### src/rtl/alu_serial_adder_pkg.sv
// Shared types and defaults for the digit-serial ALU adder stage.
// Operation encodings are shared with the upstream operand extender.
package alu_serial_adder_pkg;

    localparam int unsigned WIDTH_DEF = 8;
    localparam int unsigned DIGIT_DEF = 4;

    typedef enum logic [1:0] {
        ST_IDLE = 2'b00,
        ST_RUN  = 2'b01,
        ST_DONE = 2'b10
    } state_e;

    typedef enum logic [1:0] {
        OP_ADD  = 2'b00,
        OP_SUB  = 2'b01,
        OP_INC  = 2'b10,
        OP_PASS = 2'b11
    } alu_op_e;

endpackage

### src/rtl/alu_digit_add.sv
// Combinational DIGIT-wide adder slice with carry-in and carry-out.
module alu_digit_add
    import alu_serial_adder_pkg::*;
#(
    parameter int unsigned DIGIT = DIGIT_DEF
) (
    input  logic [DIGIT-1:0] a_i,
    input  logic [DIGIT-1:0] b_i,
    input  logic             ci_i,
    output logic [DIGIT-1:0] sum_o,
    output logic             co_o
);

    localparam int unsigned SW = DIGIT + 1;

    assign {co_o, sum_o} = {1'b0, a_i} + {1'b0, b_i} + SW'(ci_i);

endmodule

### src/rtl/alu_serial_adder.sv
// Digit-serial adder: captures operands, adds one DIGIT slice per clock,
// then presents result and C/V/N/Z flags through a valid/ready handshake.
module alu_serial_adder
    import alu_serial_adder_pkg::*;
#(
    parameter int unsigned WIDTH = WIDTH_DEF,
    parameter int unsigned DIGIT = DIGIT_DEF
) (
    input  logic             clk,
    input  logic             rst,
    input  logic             in_valid,
    output logic             in_ready,
    input  logic [WIDTH-1:0] opa,
    input  logic [WIDTH-1:0] opb,
    input  logic             cin,
    output logic             out_valid,
    input  logic             out_ready,
    output logic [WIDTH-1:0] result,
    output logic             flag_c,
    output logic             flag_v,
    output logic             flag_n,
    output logic             flag_z
);

    localparam int unsigned NDIG = WIDTH / DIGIT;
    localparam int unsigned IDXW = (NDIG > 1) ? $clog2(NDIG) : 1;
    localparam int unsigned BW   = (WIDTH > 1) ? $clog2(WIDTH) : 1;

    state_e            state_q;
    logic [WIDTH-1:0]  a_q;
    logic [WIDTH-1:0]  b_q;
    logic [WIDTH-1:0]  result_q;
    logic [IDXW-1:0]   idx_q;
    logic              carry_q;
    logic              in_ready_q;
    logic              out_valid_q;
    logic              flag_c_q;
    logic              flag_v_q;
    logic              flag_n_q;
    logic              flag_z_q;

    logic [BW-1:0]     lsb;
    logic [DIGIT-1:0]  dsum;
    logic              dco;
    logic [WIDTH-1:0]  res_d;
    logic              last_dig;

    assign lsb      = BW'(32'(idx_q) * DIGIT);
    assign last_dig = (idx_q == IDXW'(NDIG - 1));

    alu_digit_add #(.DIGIT(DIGIT)) u_digit_add (
        .a_i   (a_q[lsb +: DIGIT]),
        .b_i   (b_q[lsb +: DIGIT]),
        .ci_i  (carry_q),
        .sum_o (dsum),
        .co_o  (dco)
    );

    // Result with the current digit merged in; complete on the last digit.
    always_comb begin
        res_d              = result_q;
        res_d[lsb +: DIGIT] = dsum;
    end

    always_ff @(posedge clk or posedge rst) begin
        if (rst) begin
            state_q     <= ST_IDLE;
            a_q         <= '0;
            b_q         <= '0;
            result_q    <= '0;
            idx_q       <= '0;
            carry_q     <= 1'b0;
            in_ready_q  <= 1'b1;
            out_valid_q <= 1'b0;
            flag_c_q    <= 1'b0;
            flag_v_q    <= 1'b0;
            flag_n_q    <= 1'b0;
            flag_z_q    <= 1'b0;
        end else begin
            case (state_q)
                ST_IDLE: begin
                    if (in_valid && in_ready_q) begin
                        a_q        <= opa;
                        b_q        <= opb;
                        carry_q    <= cin;
                        idx_q      <= '0;
                        in_ready_q <= 1'b0;
                        state_q    <= ST_RUN;
                    end
                end
                ST_RUN: begin
                    result_q <= res_d;
                    carry_q  <= dco;
                    idx_q    <= idx_q + IDXW'(1);
                    if (last_dig) begin
                        flag_c_q    <= dco;
                        flag_v_q    <= (a_q[WIDTH-1] == b_q[WIDTH-1]) &&
                                       (res_d[WIDTH-1] != a_q[WIDTH-1]);
                        flag_n_q    <= res_d[WIDTH-1];
                        flag_z_q    <= (res_d == '0);
                        out_valid_q <= 1'b1;
                        state_q     <= ST_DONE;
                    end
                end
                ST_DONE: begin
                    // Handshake edge only retires the result; no capture here.
                    if (out_ready) begin
                        out_valid_q <= 1'b0;
                        in_ready_q  <= 1'b1;
                        state_q     <= ST_IDLE;
                    end
                end
                default: begin
                    state_q <= ST_IDLE;
                end
            endcase
        end
    end

    assign in_ready  = in_ready_q;
    assign out_valid = out_valid_q;
    assign result    = result_q;
    assign flag_c    = flag_c_q;
    assign flag_v    = flag_v_q;
    assign flag_n    = flag_n_q;
    assign flag_z    = flag_z_q;

endmodule

### config.mk
export PLATFORM = sky130hd
export DESIGN_NAME = alu_serial_adder
export DESIGN_NICKNAME = d
export VERILOG_FILES = /design/src/rtl/alu_serial_adder_pkg.sv /design/src/rtl/alu_digit_add.sv /design/src/rtl/alu_serial_adder.sv
export SDC_FILE = /design/constraint.sdc
export NUM_CORES = 1
export LEC_CHECK = 0
export ABC_AREA = 1
export BUFFER_PORTS_ARGS = -buffer_cell sky130_fd_sc_hd__clkbuf_2
export CAP_MARGIN = 15
export CORE_UTILIZATION = 45
export CTS_BUF_LIST = sky130_fd_sc_hd__clkbuf_4
export DETAILED_ROUTE_END_ITERATION = 6
export PLACE_DENSITY = 0.71
export SLEW_MARGIN = 20
export SYNTH_ARGS = -nofsm -noshare
export SYNTH_HDL_FRONTEND = slang
export SYNTH_SLANG_ARGS = --single-unit
### constraint.sdc
create_clock -name clk -period 2 [get_ports clk]
set_input_delay 0.3 -clock clk [delete_from_list [all_inputs] [get_ports clk]]
set_output_delay 0.3 -clock clk [all_outputs]
set_load 0.05 [all_outputs]
==> PnR_summary.wiki, run 1 <==
{| class="wikitable"
! Metric !! Value
|-
| Adder and majority gate portion of the synthesized area || 4.81%
|-
| Vias per inst || 4.76
|-
| Number of antenna-violating nets in the routed design || 0
|-
| Number of max-capacitance violations reported || 0
|-
| Fmax || 0.507 GHz
|-
| CTS tree || done
|-
| Mean post-synth cell area || 8.44 um^2
|-
| Fraction of layout instances using a drive strength above 1 || 29.5%
|-
| Result of the run || finished, final reports clean
|-
| Remaining Overflow, GRT || 0
|-
| Residual DRC || 0
|-
| Total power || 3.83 mW
|-
| Synthesized-area fraction occupied by xor and xnor cells || 0.543%
|-
| Highest fanout seen on the critical path || 6
|-
| Initial Utilization || 47.6%
|-
| Antenna diode count || 0
|-
| Worst hold margin || 0.0120 ns
|-
| Relative contribution of the clock network to total power || 10.4%
|-
| Clk root buf || clkbuf_4
|-
| Largest area contributor in the synthesized netlist || dfrtp_1
|-
| Final RePlAce weighted congestion || 0.967
|-
| Worst voltage drop across the vdd grid || 0.000836 V
|-
| Routed via count || 1348
|-
| Crit share post-route || 98.7%
|-
| Net count after synthesis || 217
|-
| Total Wirelength || 3130 um
|-
| Total count of hold-check failures in the final report || 0
|-
| Switching part of the total || 48.4%
|-
| Max Buffers Root-to-Sink || 2
|-
| Number of setup violations in the final report || 0
|-
| Setup crit start kind || flop
|-
| Post-layout net count || 262
|-
| Count of buffers from port buffering || 34
|-
| P_leak || 1.08 nW
|-
| Number of synthesis warnings || 0
|-
| Pre-Repair DR Iteration Count || 4
|-
| Clk_skew || 0.0134 ns
|-
| RSZ-0062 raised after global routing || yes
|-
| Post-route setup TNS || 0 ns
|-
| Die Y || 61.9 um
|-
| Top Ports || 35
|-
| Wire length per cell || 11.1 um
|-
| # rows || 21
|-
| Post-synthesis cell area || 0.00161 mm^2
|-
| Vias in the first global route || 1183
|-
| Endpoint required time on the critical path || 2.29 ns
|-
| Synthesis-to-finish area growth || 22.5%
|-
| Actual slew at the worst max-slew pin || 0.413 ns
|-
| Placed Cells incl. Taps || 273
|-
| Maximum number of pins on one net before global-route repair || 35
|-
| Largest cells by area after synthesis || dfrtp_1 (51%), nand2_1 (18%), o21ai_0 (7.1%), inv_1 (4.4%), fa_1 (2.5%)
|-
| Clock sink count || 34
|-
| Endpoint class of the critical path || flop
|-
| Global-route usage over all layers || 19.7%
|-
| Skew-Pair Late Insertion Delay || 0.34 ns
|-
| Setup CP Type || flop to flop
|-
| Total die area || 0.00383 mm^2
|-
| HP Class || primary input to async pin
|-
| Num CTS Buffers || 5
|-
| Complex-gate fraction of the synthesized area || 9.00%
|-
| Share of the synthesized area in the top cell type || 51.2%
|-
| Die extent in x || 61.9 um
|-
| Min cycle time layout || 1.97 ns
|-
| Part of the total power dissipated in sequential elements || 31.6%
|-
| Total count of max-transition violations in the final report || 0
|-
| Dpl hpwl || 2310 um
|-
| CORE AREA || 0.00339 mm^2
|-
| Number of storage elements in the synthesis netlist || 34
|-
| Internal cell power || 1.98 mW
|-
| Headroom to the max-slew limit || 72.5%
|-
| Main combinational cell family by area after synthesis || simple AND/OR/NAND/NOR gates
|-
| Combinational power share || 58.0%
|-
| Final Util || 58.3%
|-
| First DRT Iteration DRCs || 40
|-
| Number of instances in the synthesized netlist || 191
|-
| Net switching power figure || 1.85 mW
|-
| Clock slew at reported path FFs || 0.10 ns
|-
| # H-tree levels || 2
|-
| Filler-free cell count of the finished design || 283
|-
| Number of antenna violations at the first check in global routing || 0
|-
| Reg2Reg Depth || 8
|-
| Mux contribution to synthesized area || 0.621%
|-
| Power density over the cells || 1940 mW/mm^2
|-
| Arrival time reported for the critical path endpoint || 2.26 ns
|-
| Distinct cell type count of the synthesized netlist || 26
|-
| Seq/Total Area, Yosys || 52.8%
|-
| Post-synthesis share of cell area spent on and, or, nand and nor gates || 25.6%
|-
| First-pass GRT wire length || 5110 um
|}
==> final cells by class <==
type | count | area, um^2
clock buffers | 8 | 60.1
fillers | 318 | 1410
inverters | 22 | 82.6
multi-input cells | 130 | 681
flip-flops and latches | 34 | 853
well taps | 46 | 57.6
repair buffers | 43 | 241
==> worst max-delay path: stages, from the launching register on <==
cell	delay, ns
dfrtp_2	0.44
buf_4	0.13
o21ai_2	0.05
fa_2	0.37
fa_2	0.55
nand2_2	0.06
nor3b_2	0.16
nand3_1	0.09
nand2_1	0.07
==> power by group through the flow <==
stage	combinational (mW)	sequential [mW]	clock (mW)
after global placement	2.08	1.21	0
after detailed placement	2.11	1.22	0
after global routing	2.50	1.25	0.435
after floorplan	1.22	1.59	0
final	2.22	1.21	0.398
after CTS	2.11	1.21	0.403
==> placed cells by master (no fill, tap or decap) <==
cell / count
xor2_2: 1
nor2_2: 1
dfrtp_2: 1
nor3b_2: 1
inv_2: 3
o21a_1: 1
inv_1: 19
ha_1: 3
o211ai_1: 1
o21ai_1: 5
nor3_2: 1
nand2_2: 2
nand3_1: 8
a21oi_1: 1
dfstp_2: 1
buf_4: 8
dfrtp_1: 32
clkbuf_4: 8
mux2i_1: 1
nor3_1: 1
or2_2: 2
nor2_1: 2
fa_2: 2
nand3b_1: 1
nor2_8: 1
o21ai_0: 17
a21oi_2: 1
o21ai_2: 2
clkbuf_2: 34
buf_6: 1
nand2_1: 75
==> logic make-up after synthesis <==
logic type	count (synthesis)
DFF	34
AOI/OAI and AO/OA	28
muxes	1
xor gates and xnor gates	1
and+or+nand+nor	95
buffers and inverters	27
adders and majority gates	5
==> registers in the layout (all words and copies together), names as in the netlist <==
name,flops
a_q,8
b_q,8
result,8
state_q,2
carry_q,1
flag_c,1
flag_n,1
flag_v,1
flag_z,1
idx_q,1
in_ready,1
out_valid,1
==> Yosys cell counts <==
cell	number
nor3_2	1
o21a_1	1
nor2_2	1
fa_1	2
xor2_1	1
nor3_1	1
o211ai_1	1
o21ai_1	1
dfstp_2	1
inv_2	3
ha_1	3
buf_2	4
or2_2	2
clkbuf_1	1
nand3_1	8
nor3b_2	1
mux2i_1	1
dfrtp_1	33
a21oi_1	2
o21ai_0	23
nand3b_1	1
inv_1	19
nor2_1	2
nand2_1	76
nor2_8	1
nand2_2	1
==> worst paths after layout <==
kind / from / end / slack, ns
min in group clk: opb[6] / b_q[6] / 0.15
max reg2reg: idx_q / flag_z / 0.03
min reg2reg: in_ready / in_ready / 0.48
max: idx_q / flag_z / 0.03
max in group asynchronous: rst / in_ready / 1.65
min: rst / b_q[6] / 0.01
==> layer usage <==
layer	global-route usage, %	part of all wire, %	vias up
met3	8.28	4.6	9
met5	0	0	-
li1	-	-	689
met4	10.2	2.4	0
met1	24.6	49	622
met2	29.2	44	28
==> per-stage QoR <==
step,area [um^2],worst slack [ns]
6_report,1980,0.0261
2_1_floorplan,1640,-0.106
3_3_place_gp,1880,0.0228
3_5_place_dp,1880,-0.0335
4_1_cts,1940,0.0235
5_1_grt,1980,-0.0895
==> timing repair <==
action | in CTS | in global routing
pin swaps | 2 | 2
endpoints found under the setup margin | 2 | 6
endpoints found under the hold margin | 0 | 0
setup buffers | 0 | 2
hold buffers | 0 | 0
gates resized for setup | 1 | 9
Note: power is estimated with default switching activity, not from simulation.
==> run 2: changes to the inputs <==
--- a/config.mk
+++ b/config.mk
@@ -8,6 +8,7 @@
 export ABC_AREA = 1
 export BUFFER_PORTS_ARGS = -buffer_cell sky130_fd_sc_hd__clkbuf_2
 export CAP_MARGIN = 15
+export CORE_ASPECT_RATIO = 2
 export CORE_UTILIZATION = 45
 export CTS_BUF_LIST = sky130_fd_sc_hd__clkbuf_4
 export DETAILED_ROUTE_END_ITERATION = 6
==> run 2 against run 1 <==
Compared with the run above:
- the flow now finishes with violations (setup timing)
- final cell count is 1.8% higher
- sequential share of layout area is 1.1 points lower
- total power is 3.6% higher
- cell area up 2.7%
- die area is 0.38% higher
- hold slack got worse by 0.011 ns
- first-iteration DRC count decreased by 28%
- global-route usage shrank 0.24 points
- sequential power about the same
- critical endpoint unchanged
- largest power group unchanged
- highest routed layer unchanged
==> PnR_summary.wiki, run 2 (synthesized netlist as in run 1, its figures left out) <==
{| class="wikitable"
! Metric !! Value
|-
| Worst Slack Setup Final || -0.000121 ns
|-
| Die extent in x || 44.3 um
|-
| Headroom to the max-slew limit || 72.3%
|-
| Min cycle time layout || 2.00 ns
|-
| Commonest non-fill, non-tap cells in the layout || nand2_1 (73), clkbuf_2 (34), dfrtp_1 (32), inv_1 (18), o21ai_0 (17)
|-
| Max Buffers Root-to-Sink || 2
|-
| Number of antenna-violating nets in the routed design || 0
|-
| Crit share post-route || 100%
|-
| Number of setup violations in the final report || 1
|-
| Die Y || 86.7 um
|-
| Initial Utilization || 47.2%
|-
| Remaining Overflow, GRT || 0
|-
| Total count of hold-check failures in the final report || 0
|-
| Vias in the first global route || 1330
|-
| Routed via count || 1352
|-
| Total die area || 0.00384 mm^2
|-
| Clock sink count || 34
|-
| Reg2Reg Depth || 7
|-
| Number of hold buffers added after CTS || 0
|-
| Antenna diode count || 0
|-
| Num CTS Buffers || 5
|-
| Global-route usage over all layers || 19.4%
|-
| Total count of max-transition violations in the final report || 0
|-
| Clk_skew || 0.0156 ns
|-
| Final cell area excluding filler cells || 0.00203 mm^2
|-
| CORE AREA || 0.00342 mm^2
|-
| Area post-placement || 0.00191 mm^2
|-
| Endpoint class of the critical path || flop
|-
| Wire length per cell || 11.1 um
|-
| Dpl hpwl || 2510 um
|-
| Total power || 3.97 mW
|-
| Clock slew at reported path FFs || 0.11 ns
|-
| Number of max-capacitance violations reported || 0
|-
| CTS tree || done
|-
| Maximum number of pins on one net before global-route repair || 35
|-
| Number of antenna violations at the first check in global routing || 0
|-
| First DRT Iteration DRCs || 29
|-
| Result of the run || complete, but fails checks
|-
| Count of buffers from port buffering || 34
|-
| First-pass GRT wire length || 5400 um
|-
| Fmax || 0.500 GHz
|-
| Synthesis-to-finish area growth || 25.8%
|-
| Arrival time reported for the critical path endpoint || 2.27 ns
|-
| Power density over the cells || 1950 mW/mm^2
|-
| Fraction of layout instances using a drive strength above 1 || 32.9%
|-
| Worst voltage drop across the vdd grid || 0.000938 V
|-
| Post-layout net count || 265
|-
| Total Wirelength || 3190 um
|-
| Filler cell count in the final layout || 324
|-
| Violations in the final reports || setup timing
|-
| Setup CP Type || flop to flop
|-
| Actual slew at the worst max-slew pin || 0.415 ns
|-
| Most common cell after layout, fill and taps aside || nand2_1
|-
| Final RePlAce weighted congestion || 0.862
|-
| Top Ports || 35
|-
| # H-tree levels || 2
|-
| Endpoint required time on the critical path || 2.27 ns
|-
| P_leak || 1.09 nW
|-
| Reg-to-reg critical path startpoint || idx_q
|-
| Residual DRC || 0
|-
| Clk root buf || clkbuf_4
|-
| Pre-CTS setup slack || -0.0783 ns
|-
| RSZ-0062 raised after global routing || yes
|-
| Highest fanout seen on the critical path || 5
|-
| HP Class || primary input to async pin
|-
| Vias per inst || 4.69
|-
| # rows || 30
|-
| Skew-Pair Late Insertion Delay || 0.34 ns
|-
| Setup crit start kind || flop
|-
| R2r endpoint || flag_z
|-
| Register-to-register setup slack || -0.0001 ns
|-
| Pre-Repair DR Iteration Count || 4
|}
==> run 2: how the worst max path moves through the flow <==
stage | cells past startpoint | startpoint | endpoint | slack (ns)
6_report | 7 | idx_q | flag_z | -0.0001
4_1_cts | 7 | idx_q | flag_z | -0.03
5_1_grt | 7 | idx_q | flag_z | -0.10
3_5_place_dp | 8 | idx_q | flag_z | -0.08
2_1_floorplan | 10 | idx_q | flag_z | -0.11
3_3_place_gp | 8 | idx_q | flag_z | -0.02
==> run 2: report_power, final <==
| group | switching [mW] | internal [mW] | leakage [nW] |
|---|---|---|---|
| Combinational | 1.51 | 0.881 | 0.635 |
| Sequential | 0.203 | 1.01 | 0.420 |
| Clock | 0.216 | 0.145 | 0.0331 |
| Total | 1.93 | 2.03 | 1.09 |
==> run 2: critical path: stages, from the launching register on <==
cell,delay [ns]
dfrtp_2,0.47
mux2i_2,0.17
fa_2,0.36
fa_2,0.55
nand2_2,0.06
nor3b_2,0.17
nand3_1,0.08
nand2_1,0.07
==> run 2: layout make-up <==
type	count	area (um^2)	area share (%)
Tap cell	48	60.1	2.96
Sequential cell	34	853	42.0
Timing Repair Buffer	46	264	13.0
Clock inverter	2	8.76	0.432
Clock buffer	6	45.0	2.22
Inverter	22	82.6	4.07
Multi-Input combinational cell	130	716	35.3
==> run 2: per-layer routing <==
layer | track usage (%) | wire length, um | vias to the layer above
met3 | 4.38 | 110 | 12
met4 | 12.4 | 135 | 0
met1 | 18.2 | 1100 | 616
met2 | 35.4 | 1850 | 32
li1 | - | - | 692
met5 | 0 | 0 | -
==> run 2: repair_timing <==
item	in CTS	in global routing
buffers inserted	0	2
pin swaps	2	5
setup endpoints to repair	7	6
gates resized for setup	3	15
endpoints found under the hold margin	0	0
==> run 2: stage by stage <==
step                std cells  hold WS, ns  util (%)  setup TNS, ns
finish                    288      0.00131      59.4      -0.000121
global route              288       0.0481      59.4         -0.389
floorplan                 191        0.407         -         -0.106
detailed placement        278        0.389      55.8         -0.158
CTS                       286       0.0130      57.6        -0.0271
global placement          278        0.385      55.8        -0.0185
==> run 3: changes to the inputs <==
--- a/config.mk
+++ b/config.mk
@@ -12,7 +12,7 @@
 export CORE_UTILIZATION = 45
 export CTS_BUF_LIST = sky130_fd_sc_hd__clkbuf_4
 export DETAILED_ROUTE_END_ITERATION = 6
-export PLACE_DENSITY = 0.71
+export PLACE_DENSITY = 0.81
 export SLEW_MARGIN = 20
 export SYNTH_ARGS = -nofsm -noshare
 export SYNTH_HDL_FRONTEND = slang
==> run 3 against run 2 <==
Compared with the run above:
- the flow now finishes without violations
- non-clock buffer count fell by 1
- wire length increased by 6.5%
- count of clock-buffer cells in the layout is 2 higher
- flip-flop and latch count unchanged
- sequential power about the same
- critical path depth is 6 higher
- maximum frequency rose by 0.72%
- critical path type unchanged
- largest cell class unchanged
- largest power group unchanged
- highest routed layer unchanged
==> PnR_summary.wiki, run 3 (synthesized netlist as in run 1, its figures left out) <==
{| class="wikitable"
! Metric !! Value
|-
| Result of the run || finished, final reports clean
|-
| Headroom to the max-slew limit || 72.7%
|-
| Commonest non-fill, non-tap cells in the layout || nand2_1 (73), clkbuf_2 (34), dfrtp_1 (32), inv_1 (19), o21ai_0 (19)
|-
| Post-layout net count || 264
|-
| Arrival time reported for the critical path endpoint || 2.22 ns
|-
| Highest fanout seen on the critical path || 6
|-
| Endpoint class of the critical path || flop
|-
| Min cycle time layout || 1.99 ns
|-
| Count of buffers from port buffering || 34
|-
| Skew-Pair Late Insertion Delay || 0.34 ns
|-
| CORE AREA || 0.00342 mm^2
|-
| Total count of max-transition violations in the final report || 0
|-
| Actual slew at the worst max-slew pin || 0.410 ns
|-
| Routed via count || 1367
|-
| Residual DRC || 0
|-
| Setup CP Type || flop to flop
|-
| Worst voltage drop across the vdd grid || 0.000918 V
|-
| Wire length per cell || 11.8 um
|-
| Clk_skew || 0.00923 ns
|-
| Synthesis-to-finish area growth || 25.6%
|-
| Initial Utilization || 47.2%
|-
| Vias in the first global route || 1412
|-
| Pre-CTS setup slack || -0.108 ns
|-
| Area post-placement || 0.00189 mm^2
|-
| Fmax || 0.504 GHz
|-
| Power density over the cells || 1960 mW/mm^2
|-
| Total Wirelength || 3400 um
|-
| Endpoint required time on the critical path || 2.24 ns
|-
| Worst Slack Setup Final || 0.0142 ns
|-
| Final Util || 59.3%
|-
| Switching part of the total || 48.6%
|-
| Crit share post-route || 99.3%
|-
| # H-tree levels || 2
|-
| Relative contribution of the clock network to total power || 9.8%
|-
| Num CTS Buffers || 5
|-
| Maximum number of pins on one net before global-route repair || 35
|-
| Most common cell after layout, fill and taps aside || nand2_1
|-
| Total die area || 0.00384 mm^2
|-
| Number of antenna-violating nets in the routed design || 0
|-
| Combinational power share || 59.5%
|-
| Pre-Repair DR Iteration Count || 4
|-
| Number of antenna violations at the first check in global routing || 0
|-
| First-pass GRT wire length || 5890 um
|-
| Final RePlAce weighted congestion || 0.916
|-
| Top Ports || 35
|-
| Global-route usage over all layers || 21.1%
|-
| Antenna diode count || 0
|-
| Net switching power figure || 1.93 mW
|-
| First DRT Iteration DRCs || 40
|-
| Part of the total power dissipated in sequential elements || 30.6%
|-
| Setup crit start kind || flop
|-
| HP Class || primary input to async pin
|-
| Clock slew at reported path FFs || 0.09 ns
|-
| Number of max-capacitance violations reported || 0
|-
| Clock sink count || 34
|-
| Internal cell power || 2.04 mW
|-
| Fraction of layout instances using a drive strength above 1 || 32.6%
|-
| Die Y || 86.7 um
|-
| Filler cell count in the final layout || 309
|-
| Number of setup violations in the final report || 0
|-
| Total count of hold-check failures in the final report || 0
|-
| P_leak || 1.09 nW
|-
| Clk root buf || clkbuf_4
|-
| Worst hold margin || 0.0118 ns
|-
| Remaining Overflow, GRT || 0
|-
| Max Buffers Root-to-Sink || 2
|-
| Final cell area excluding filler cells || 0.00203 mm^2
|-
| Die extent in x || 44.3 um
|-
| Total power || 3.97 mW
|-
| Dpl hpwl || 2650 um
|-
| Vias per inst || 4.76
|-
| CTS tree || done
|-
| # rows || 30
|-
| RSZ-0062 raised after global routing || yes
|-
| Number of hold buffers added after CTS || 0
|}
-- run 3: changes by cell type in the layout (fill, tap and decap cells not counted), moves of 2 or more --
| cell | previous run | this run |
|---|---|---|
| buf_4 | 11 | 9 |
| clkbuf_4 | 6 | 8 |
| o21ai_0 | 17 | 19 |
| o21ai_1 | 4 | 2 |
-- run 3: timing repair --
item                                    CTS  global route
pin swaps                                 3             2
resized for setup                         9             9
setup buffers                             2             1
endpoints found under the setup margin    5             6
-- run 3: final timing paths --
check / start / end / slack [ns] / cells past startpoint
min in group clk: opb[1] / b_q[1] / 0.15 / 3
hold / removal: rst / out_valid / 0.01 / 3
setup reg to reg: idx_q / flag_v / 0.01 / 13
max in group asynchronous: rst / in_ready / 1.67 / 3
hold reg to reg: a_q[0] / a_q[0] / 0.48 / 2
setup / recovery: idx_q / flag_v / 0.01 / 13
-- run 3: metrics by stage --
stage          TNS, ns  cells
2_1_floorplan   -0.106    191
3_3_place_gp   -0.0381    276
3_5_place_dp    -0.340    276
4_1_cts              0    286
5_1_grt         -0.391    287
6_report             0    287
-- run 3: power groups by stage --
| stage | logic, mW | clock network (mW) | registers [mW] |
|---|---|---|---|
| 6_report | 2.37 | 0.390 | 1.22 |
| 5_1_grt | 2.62 | 0.436 | 1.26 |
| 4_1_cts | 2.26 | 0.397 | 1.21 |
| 3_3_place_gp | 2.08 | 0 | 1.21 |
| 2_1_floorplan | 1.22 | 0 | 1.59 |
| 3_5_place_dp | 2.15 | 0 | 1.22 |
-- run 3: final cells by class --
type / instances / area, um^2 / area share, %
multi-input combinational: 130 / 709 / 35.0
inverter: 22 / 82.6 / 4.08
clock buffer: 8 / 60.1 / 2.96
timing repair buffer: 45 / 260 / 12.8
sequential: 34 / 853 / 42.1
tap: 48 / 60.1 / 2.96
-- run 3: worst max-delay path, stage by stage, from the launching register on --
cell	delay, ns
dfrtp_2	0.46
buf_6	0.12
inv_2	0.03
or2_2	0.27
o21ai_2	0.07
inv_1	0.06
ha_2	0.32
nand3_2	0.10
nand3_1	0.12
nand3_1	0.10
nand3_1	0.07
nand2_1	0.05
nand2_1	0.05
nand2_1	0.04
-- run 3: metal layers --
metal  track usage, %  wire length [um]  part of all wire (%)  vias up
met5                0                 0                     0        -
met4             14.9               163                   4.8        0
met3             4.38               128                   3.8       15
met2             38.5              1990                    59       37
met1             19.3              1120                    33      622
li1                 -                 -                     -      693
